[src/rtl/control_defs.sv]
// Shared definitions for the hardwired control sequencer: opcodes, state encoding,
// instruction field positions and the ALU strobe decode.
package control_defs;

    localparam int OP_HI = 31;
    localparam int OP_LO = 27;
    localparam int RA_LO = 23;
    localparam int RB_LO = 19;
    localparam int RC_LO = 15;

    localparam logic [4:0] OP_ADD  = 5'b00011;
    localparam logic [4:0] OP_SUB  = 5'b00100;
    localparam logic [4:0] OP_AND  = 5'b00101;
    localparam logic [4:0] OP_OR   = 5'b00110;
    localparam logic [4:0] OP_SHR  = 5'b00111;
    localparam logic [4:0] OP_SHL  = 5'b01000;
    localparam logic [4:0] OP_ROR  = 5'b01001;
    localparam logic [4:0] OP_ROL  = 5'b01010;
    localparam logic [4:0] OP_MUL  = 5'b01110;
    localparam logic [4:0] OP_DIV  = 5'b01111;
    localparam logic [4:0] OP_NEG  = 5'b10000;
    localparam logic [4:0] OP_NOT  = 5'b10001;
    localparam logic [4:0] OP_MFHI = 5'b10111;
    localparam logic [4:0] OP_MFLO = 5'b11000;
    localparam logic [4:0] OP_NOP  = 5'b11001;
    localparam logic [4:0] OP_HALT = 5'b11010;

    typedef enum logic [2:0] {
        S_FETCH0, S_FETCH1, S_FETCH2, S_T3, S_T4, S_T5, S_T6, S_HALT
    } state_e;

    // Bit positions inside the ALU strobe vector
    localparam int ALU_SIGS = 13;
    localparam int A_ADD = 0,  A_SUB = 1,  A_MUL = 2,  A_DIV = 3,  A_SHR = 4;
    localparam int A_SHL = 5,  A_ROR = 6,  A_ROL = 7,  A_AND = 8,  A_OR  = 9;
    localparam int A_NEG = 10, A_NOT = 11, A_INCPC = 12;

    function automatic logic [ALU_SIGS-1:0] alu_strobe(input logic [4:0] op);
        logic [ALU_SIGS-1:0] s;
        s = '0;
        case (op)
            OP_ADD: s[A_ADD] = 1'b1;
            OP_SUB: s[A_SUB] = 1'b1;
            OP_AND: s[A_AND] = 1'b1;
            OP_OR:  s[A_OR]  = 1'b1;
            OP_SHR: s[A_SHR] = 1'b1;
            OP_SHL: s[A_SHL] = 1'b1;
            OP_ROR: s[A_ROR] = 1'b1;
            OP_ROL: s[A_ROL] = 1'b1;
            OP_MUL: s[A_MUL] = 1'b1;
            OP_DIV: s[A_DIV] = 1'b1;
            OP_NEG: s[A_NEG] = 1'b1;
            OP_NOT: s[A_NOT] = 1'b1;
            default: ;
        endcase
        return s;
    endfunction

endpackage

[src/rtl/reg_decoder.sv]
// 4-bit register index to one-hot select, gated by an enable.
module reg_decoder #(
    parameter int N = 16
) (
    input  logic [3:0]   idx_i,
    input  logic         en_i,
    output logic [N-1:0] sel_o
);
    for (genvar i = 0; i < N; i++) begin : g_sel
        assign sel_o[i] = en_i && (idx_i == 4'(i));
    end
endmodule

[src/rtl/control_sequencer.sv]
// Hardwired fetch/decode/execute sequencer for the single-bus datapath.
// All strobes are a combinational decode of the state register and IRVal.
module control_sequencer
    import control_defs::*;
#(
    parameter int BITS      = 32,
    parameter int REGISTERS = 16,
    parameter int SIG_COUNT = 13
) (
    input  logic                 clk,
    input  logic                 reset,
    input  logic                 run,
    input  logic                 mem_ready,
    input  logic [BITS-1:0]      IRVal,
    output logic PCin, IRin, RYin, RZin, MARin, HIin, LOin, MDRin, Read,
    output logic MDRout, LOout, HIout, RZHIout, RZLOout, PCout,
    output logic ADD, SUB, MUL, DIV, SHR, SHL, ROR, ROL, AND, OR, NEGATE, NOT, IncPC,
    output logic [REGISTERS-1:0] GPRin,
    output logic [REGISTERS-1:0] GPRout,
    output logic                 halted,
    output logic                 illegal
);
    state_e state_q, state_d;
    logic   wait_q, wait_d;
    logic   [SIG_COUNT-1:0] alu_sel;
    logic   gin_en, gout_en;
    logic   [3:0] gout_idx;
    logic   [4:0] op;
    logic   is_alu3, is_md, is_un;
    logic   unused_bits;

    assign op          = IRVal[OP_HI:OP_LO];
    assign unused_bits = ^IRVal[RC_LO-1:0];
    assign is_alu3     = (op >= OP_ADD) && (op <= OP_ROL);
    assign is_md       = (op == OP_MUL) || (op == OP_DIV);
    assign is_un       = (op == OP_NEG) || (op == OP_NOT);
    assign halted      = (state_q == S_HALT);

    always_ff @(posedge clk or posedge reset) begin
        if (reset) begin
            state_q <= S_FETCH0;
            wait_q  <= 1'b0;
        end else if (run) begin
            state_q <= state_d;
            wait_q  <= wait_d;
        end
    end

    always_comb begin
        state_d  = state_q;
        wait_d   = 1'b0;
        {PCin, IRin, RYin, RZin, MARin, HIin, LOin, MDRin, Read} = '0;
        {MDRout, LOout, HIout, RZHIout, RZLOout, PCout} = '0;
        alu_sel  = '0;
        gin_en   = 1'b0;
        gout_en  = 1'b0;
        gout_idx = IRVal[RB_LO +: 4];
        illegal  = 1'b0;
        // reset is checked here too so strobes die the instant it rises
        if (run && !reset) begin
            case (state_q)
                S_FETCH0: begin
                    {PCout, MARin, RZin} = 3'b111;
                    alu_sel[A_INCPC] = 1'b1;
                    state_d = S_FETCH1;
                end
                S_FETCH1: begin
                    {RZLOout, Read, MDRin} = 3'b111;
                    // PC loads only on the first FETCH1 cycle of a stall
                    PCin   = !wait_q;
                    wait_d = !mem_ready;
                    if (mem_ready) state_d = S_FETCH2;
                end
                S_FETCH2: begin
                    {MDRout, IRin} = 2'b11;
                    state_d = S_T3;
                end
                S_T3: begin
                    state_d = S_FETCH0;
                    if (is_alu3 || is_md) begin
                        gout_en = 1'b1;
                        RYin    = 1'b1;
                        state_d = S_T4;
                    end else if (is_un) begin
                        gout_en = 1'b1;
                        alu_sel = alu_strobe(op);
                        RZin    = 1'b1;
                        state_d = S_T4;
                    end else if (op == OP_MFHI) begin
                        HIout  = 1'b1;
                        gin_en = 1'b1;
                    end else if (op == OP_MFLO) begin
                        LOout  = 1'b1;
                        gin_en = 1'b1;
                    end else if (op == OP_HALT) begin
                        state_d = S_HALT;
                    end else if (op != OP_NOP) begin
                        illegal = 1'b1;
                    end
                end
                S_T4: begin
                    state_d = S_FETCH0;
                    if (is_alu3 || is_md) begin
                        gout_idx = IRVal[RC_LO +: 4];
                        gout_en  = 1'b1;
                        alu_sel  = alu_strobe(op);
                        RZin     = 1'b1;
                        state_d  = S_T5;
                    end else begin
                        RZLOout = 1'b1;
                        gin_en  = 1'b1;
                    end
                end
                S_T5: begin
                    RZLOout = 1'b1;
                    state_d = S_FETCH0;
                    if (is_md) begin
                        LOin    = 1'b1;
                        state_d = S_T6;
                    end else begin
                        gin_en = 1'b1;
                    end
                end
                S_T6: begin
                    {RZHIout, HIin} = 2'b11;
                    state_d = S_FETCH0;
                end
                default: state_d = S_HALT;
            endcase
        end
    end

    assign {IncPC, NOT, NEGATE, OR, AND, ROL, ROR, SHL, SHR, DIV, MUL, SUB, ADD} = alu_sel;

    reg_decoder #(.N(REGISTERS)) u_gin (
        .idx_i (IRVal[RA_LO +: 4]),
        .en_i  (gin_en),
        .sel_o (GPRin)
    );

    reg_decoder #(.N(REGISTERS)) u_gout (
        .idx_i (gout_idx),
        .en_i  (gout_en),
        .sel_o (GPRout)
    );
endmodule

[config.mk]
export PLATFORM = sky130hd
export DESIGN_NAME = control_sequencer
export DESIGN_NICKNAME = d
export VERILOG_FILES = /design/src/rtl/control_defs.sv /design/src/rtl/reg_decoder.sv /design/src/rtl/control_sequencer.sv
export SDC_FILE = /design/constraint.sdc
export NUM_CORES = 1
export LEC_CHECK = 0
export BUFFER_PORTS_ARGS = -buffer_cell sky130_fd_sc_hd__clkbuf_2
export CAP_MARGIN = 40
export CORE_MARGIN = 2
export CORE_UTILIZATION = 38
export CTS_CLUSTER_DIAMETER = 200
export DETAILED_ROUTE_END_ITERATION = 12
export PLACE_DENSITY = 0.82
export SLEW_MARGIN = 20
export SYNTH_ARGS = -nofsm -noshare
export SYNTH_HDL_FRONTEND = slang
export SYNTH_SLANG_ARGS = --single-unit
[constraint.sdc]
create_clock -name clk -period 1.9 [get_ports clk]
set_clock_uncertainty 0.05 [all_clocks]
set_input_delay 0.285 -clock clk [delete_from_list [all_inputs] [get_ports clk]]
set_output_delay 0.285 -clock clk [all_outputs]
set_load 0.005 [all_outputs]
==> impl_results.md <==
- Post-Synth Adder-Cell Area: 0
- Netlist cell types: 48
- Placed cells: 353
- Rows: 21
- Final-layout fill cell count: 192
- Worst hold path type: in -> reg
- Die W: 64.0 um
- DR iter-0 viols: 152
- Status: complete, but fails checks
- Yosys reg bits: 4
- Syn Inst Count: between 200 and 250
- Highest clock rate: 461 MHz
- FFs w/ async S/R, synth: 1.00
- Unrepaired setup endpoints after global routing: true
- Slew headroom: 0.622
- Vias in the first global route: 1856
- Final antenna-violating net count: 0
- Fin cells: 377
- Root Buffer: clkbuf_4
- Slew Viols, Final: 0
- Worst reg2reg startpoint: state_q[0]$_DFFE_PP0P_
- # DRC: 0
- First-pass GRT wire length: 8.65 mm
- Post-Syn Nets: 238
- Via count: between 2000 and 2500
- Crit path launch type: flip-flop
- Max clock buf depth: 2
- CTS buffer count: 3
- Area fraction in compound gates after synthesis: 0.396
- Top-level port count: 98
- Finish-stage setup viols: 43
- Antenna cells: 0
- Initial antenna violation count: 0
- GRT Residual Overflow: 0
- Hpwl dp: 3.74 mm
- Port buffer count: 82
- Minimum clock period: approximately 2200 ps
- Final worst slack: -267 ps
- Synthesis Warnings: 0
- Initial DRT Pass Iterations: 5
- Nature of the critical path endpoint: output port
- Worst EP arrival: 1830 ps
- Post-route design area: 0.00277 mm^2
- Largest family of logic cells by synthesized area: simple AND/OR/NAND/NOR gates
- Final net count: approximately 370
- Hold WS: between 200 and 250 ps
- Seq/Total Area, Yosys: 0.0731
- FF-to-FF End: state_q[0]$_DFFE_PP0P_
- Vias per std cell: between 6 and 7
- Clock transition at path regs: 40 ps
- Mux cell area share after synthesis: 0
- Main synth FF type: dfrtp_1
- Hold Violations, Final: 0
- Post-Synth XOR/XNOR Area: 0.0183
- Wirelength per Cell: 17.6 um
- Initial core utilization: 0.404
- Mapped cell area: between 0.001 and 0.0015 mm^2
- Layout cells sized above 1: 0.683
- Crit path to: GPRout[2]
- Largest net degree at the start of global routing: 16
- Clock tree sinks: 4
- H-tree levels: 1
- Core Util, Final: 0.816
- Worst skew pair latency: between 200 and 250 ps
- R2R depth: 9
- Die Footprint: 0.00410 mm^2
- Routability cong.: 0.910
- Startpoint of the worst hold path: mem_ready
- Mapped Avg Cell Area: 6.78 um^2
- Synth-to-Final Area Change: 102%
- CTS tree: built
- Core area: 0.00339 mm^2
- Worst-Margin Slew: 568 ps
- Flop2flop setup slack: -50 ps
- Crit path kind: reg -> out
- Total Power: 1.54 mW
- Failing checks: setup timing
- Multi-input combinational cell area: approximately 0.0015 mm^2
- Placed Instance Area: approximately 0.0021 mm^2
- Seq. cell area: 104 um^2
- Fin crit share: 1.14
- Die height: 64.0 um
- Synth Area in Simple Gates: 0.399
- CP Launch Point: state_q[2]$_DFFE_PP0P_
- Max_cap viols: 0
- VDD IR-drop max: 617 uV
- Static leakage: 1.14 nW
- PD cells: roughly 560 mW/mm^2
- WP data required: 1560 ps
- CP Max Fanout: 8
- Global Route Usage Sum: 0.257
- Routed wire length: between 6 and 7 mm
- Post-synth EDFFs: 0
==> cell families after synthesis <==
kind of cell	Yosys count
AO/OA/AOI/OAI	70
XOR/XNOR	2
buffers and inverters	30
flip-flops	4
AND/OR/NAND/NOR	96
==> where the power goes <==
group	internal, mW	leakage, nW	switching, mW	total [mW]
clock network	0.0706	0.0138	0.0337	0.104
registers	0.123	0.0474	0.0650	0.188
logic	0.600	1.08	0.647	1.25
total	0.793	1.14	0.746	1.54
==> timing repair <==
item,CTS,global route
setup buffers,9,11
endpoints found under the hold margin,4,0
resized for setup,42,68
hold buffers,1,0
setup endpoints to repair,47,60
pin swaps,9,17
gates cloned,2,0
==> worst min path at each step <==
stage                                  end  slack (ps)  cells past startpoint
finish                  wait_q$_DFFE_PP0P_         230                      2
global route            wait_q$_DFFE_PP0P_         250                      2
CTS                     wait_q$_DFFE_PP0P_         220                      2
detailed placement      wait_q$_DFFE_PP0P_         240                      3
global placement        wait_q$_DFFE_PP0P_         230                      3
floorplan           state_q[0]$_DFFE_PP0P_           1                      1
==> cell usage in the layout, fill, tap and decap left out, drive strengths merged, types with 2 or more instances in the layout <==
cell type   n
dfrtp       4
nor2b       9
o2111ai     4
a2111oi     2
o21ai       9
nor2       12
or3         2
inv        10
o31a        2
nand2b      5
a21oi      22
nand4       7
a31oi       2
o32ai       2
o22ai       2
buf        80
or4         2
nor4        9
nand2      18
o211ai      2
a22oi      16
nand4b      6
nor3       12
o211a       2
nand3      10
clkbuf     68
==> registers in the layout (all words and copies together), names as in the netlist <==
| name | flops |
|---|---|
| wait_q | 1 |
| state_q | 3 |
==> routing by layer <==
metal,track usage,up-vias,wire (um)
li1,-,1046,-
met1,0.337,1047,2570
met2,0.438,142,3380
met3,0.0370,28,463
met4,0.0707,0,211
met5,0,-,0
==> layout make-up <==
type | instances | area share
Clock buffer | 3 | 0.00814
Inverter | 10 | 0.0136
Multi-Input combinational cell | 168 | 0.538
Sequential cell | 4 | 0.0375
Tap cell | 46 | 0.0208
Timing Repair Buffer | 146 | 0.382
==> metrics by stage <==
step,worst slack (ps),setup TNS (ps)
final,-267,-7300
after global placement,-319,-8270
after floorplan,8.62,0
after CTS,-230,-5600
after detailed placement,-363,-9440
after global routing,-348,-10820
==> Yosys cell counts, drive strengths merged (2+ instances only) <==
cell type  instances  share of area
inv               10          0.027
a2111oi            2          0.013
nor2b              9          0.041
a22oi             16          0.088
o211ai             2          0.021
o22ai              2         0.0091
nand4b             6          0.038
dfrtp              4          0.073
o21ai              9          0.036
or4                2          0.016
nor3              12          0.044
nor2              12          0.035
nand2b             5          0.023
o31a               2          0.013
nor4               9          0.046
a31oi              2         0.0091
or3                2         0.0091
a21oi             22           0.11
nand3             10          0.040
buf               15          0.072
o32ai              2          0.018
nand4              7          0.032
o211a              2          0.015
o2111ai            4          0.026
nand2             18          0.049
clkbuf             5          0.014
==> worst max-delay path: stages, from the launching register on <==
cell       delay (ps)
dfrtp_2           480
nor4_2            310
buf_4             240
o2111ai_4         200
a22oi_2           230
clkbuf_2          140
No activity file was read; power rests on OpenSTA's default activity.
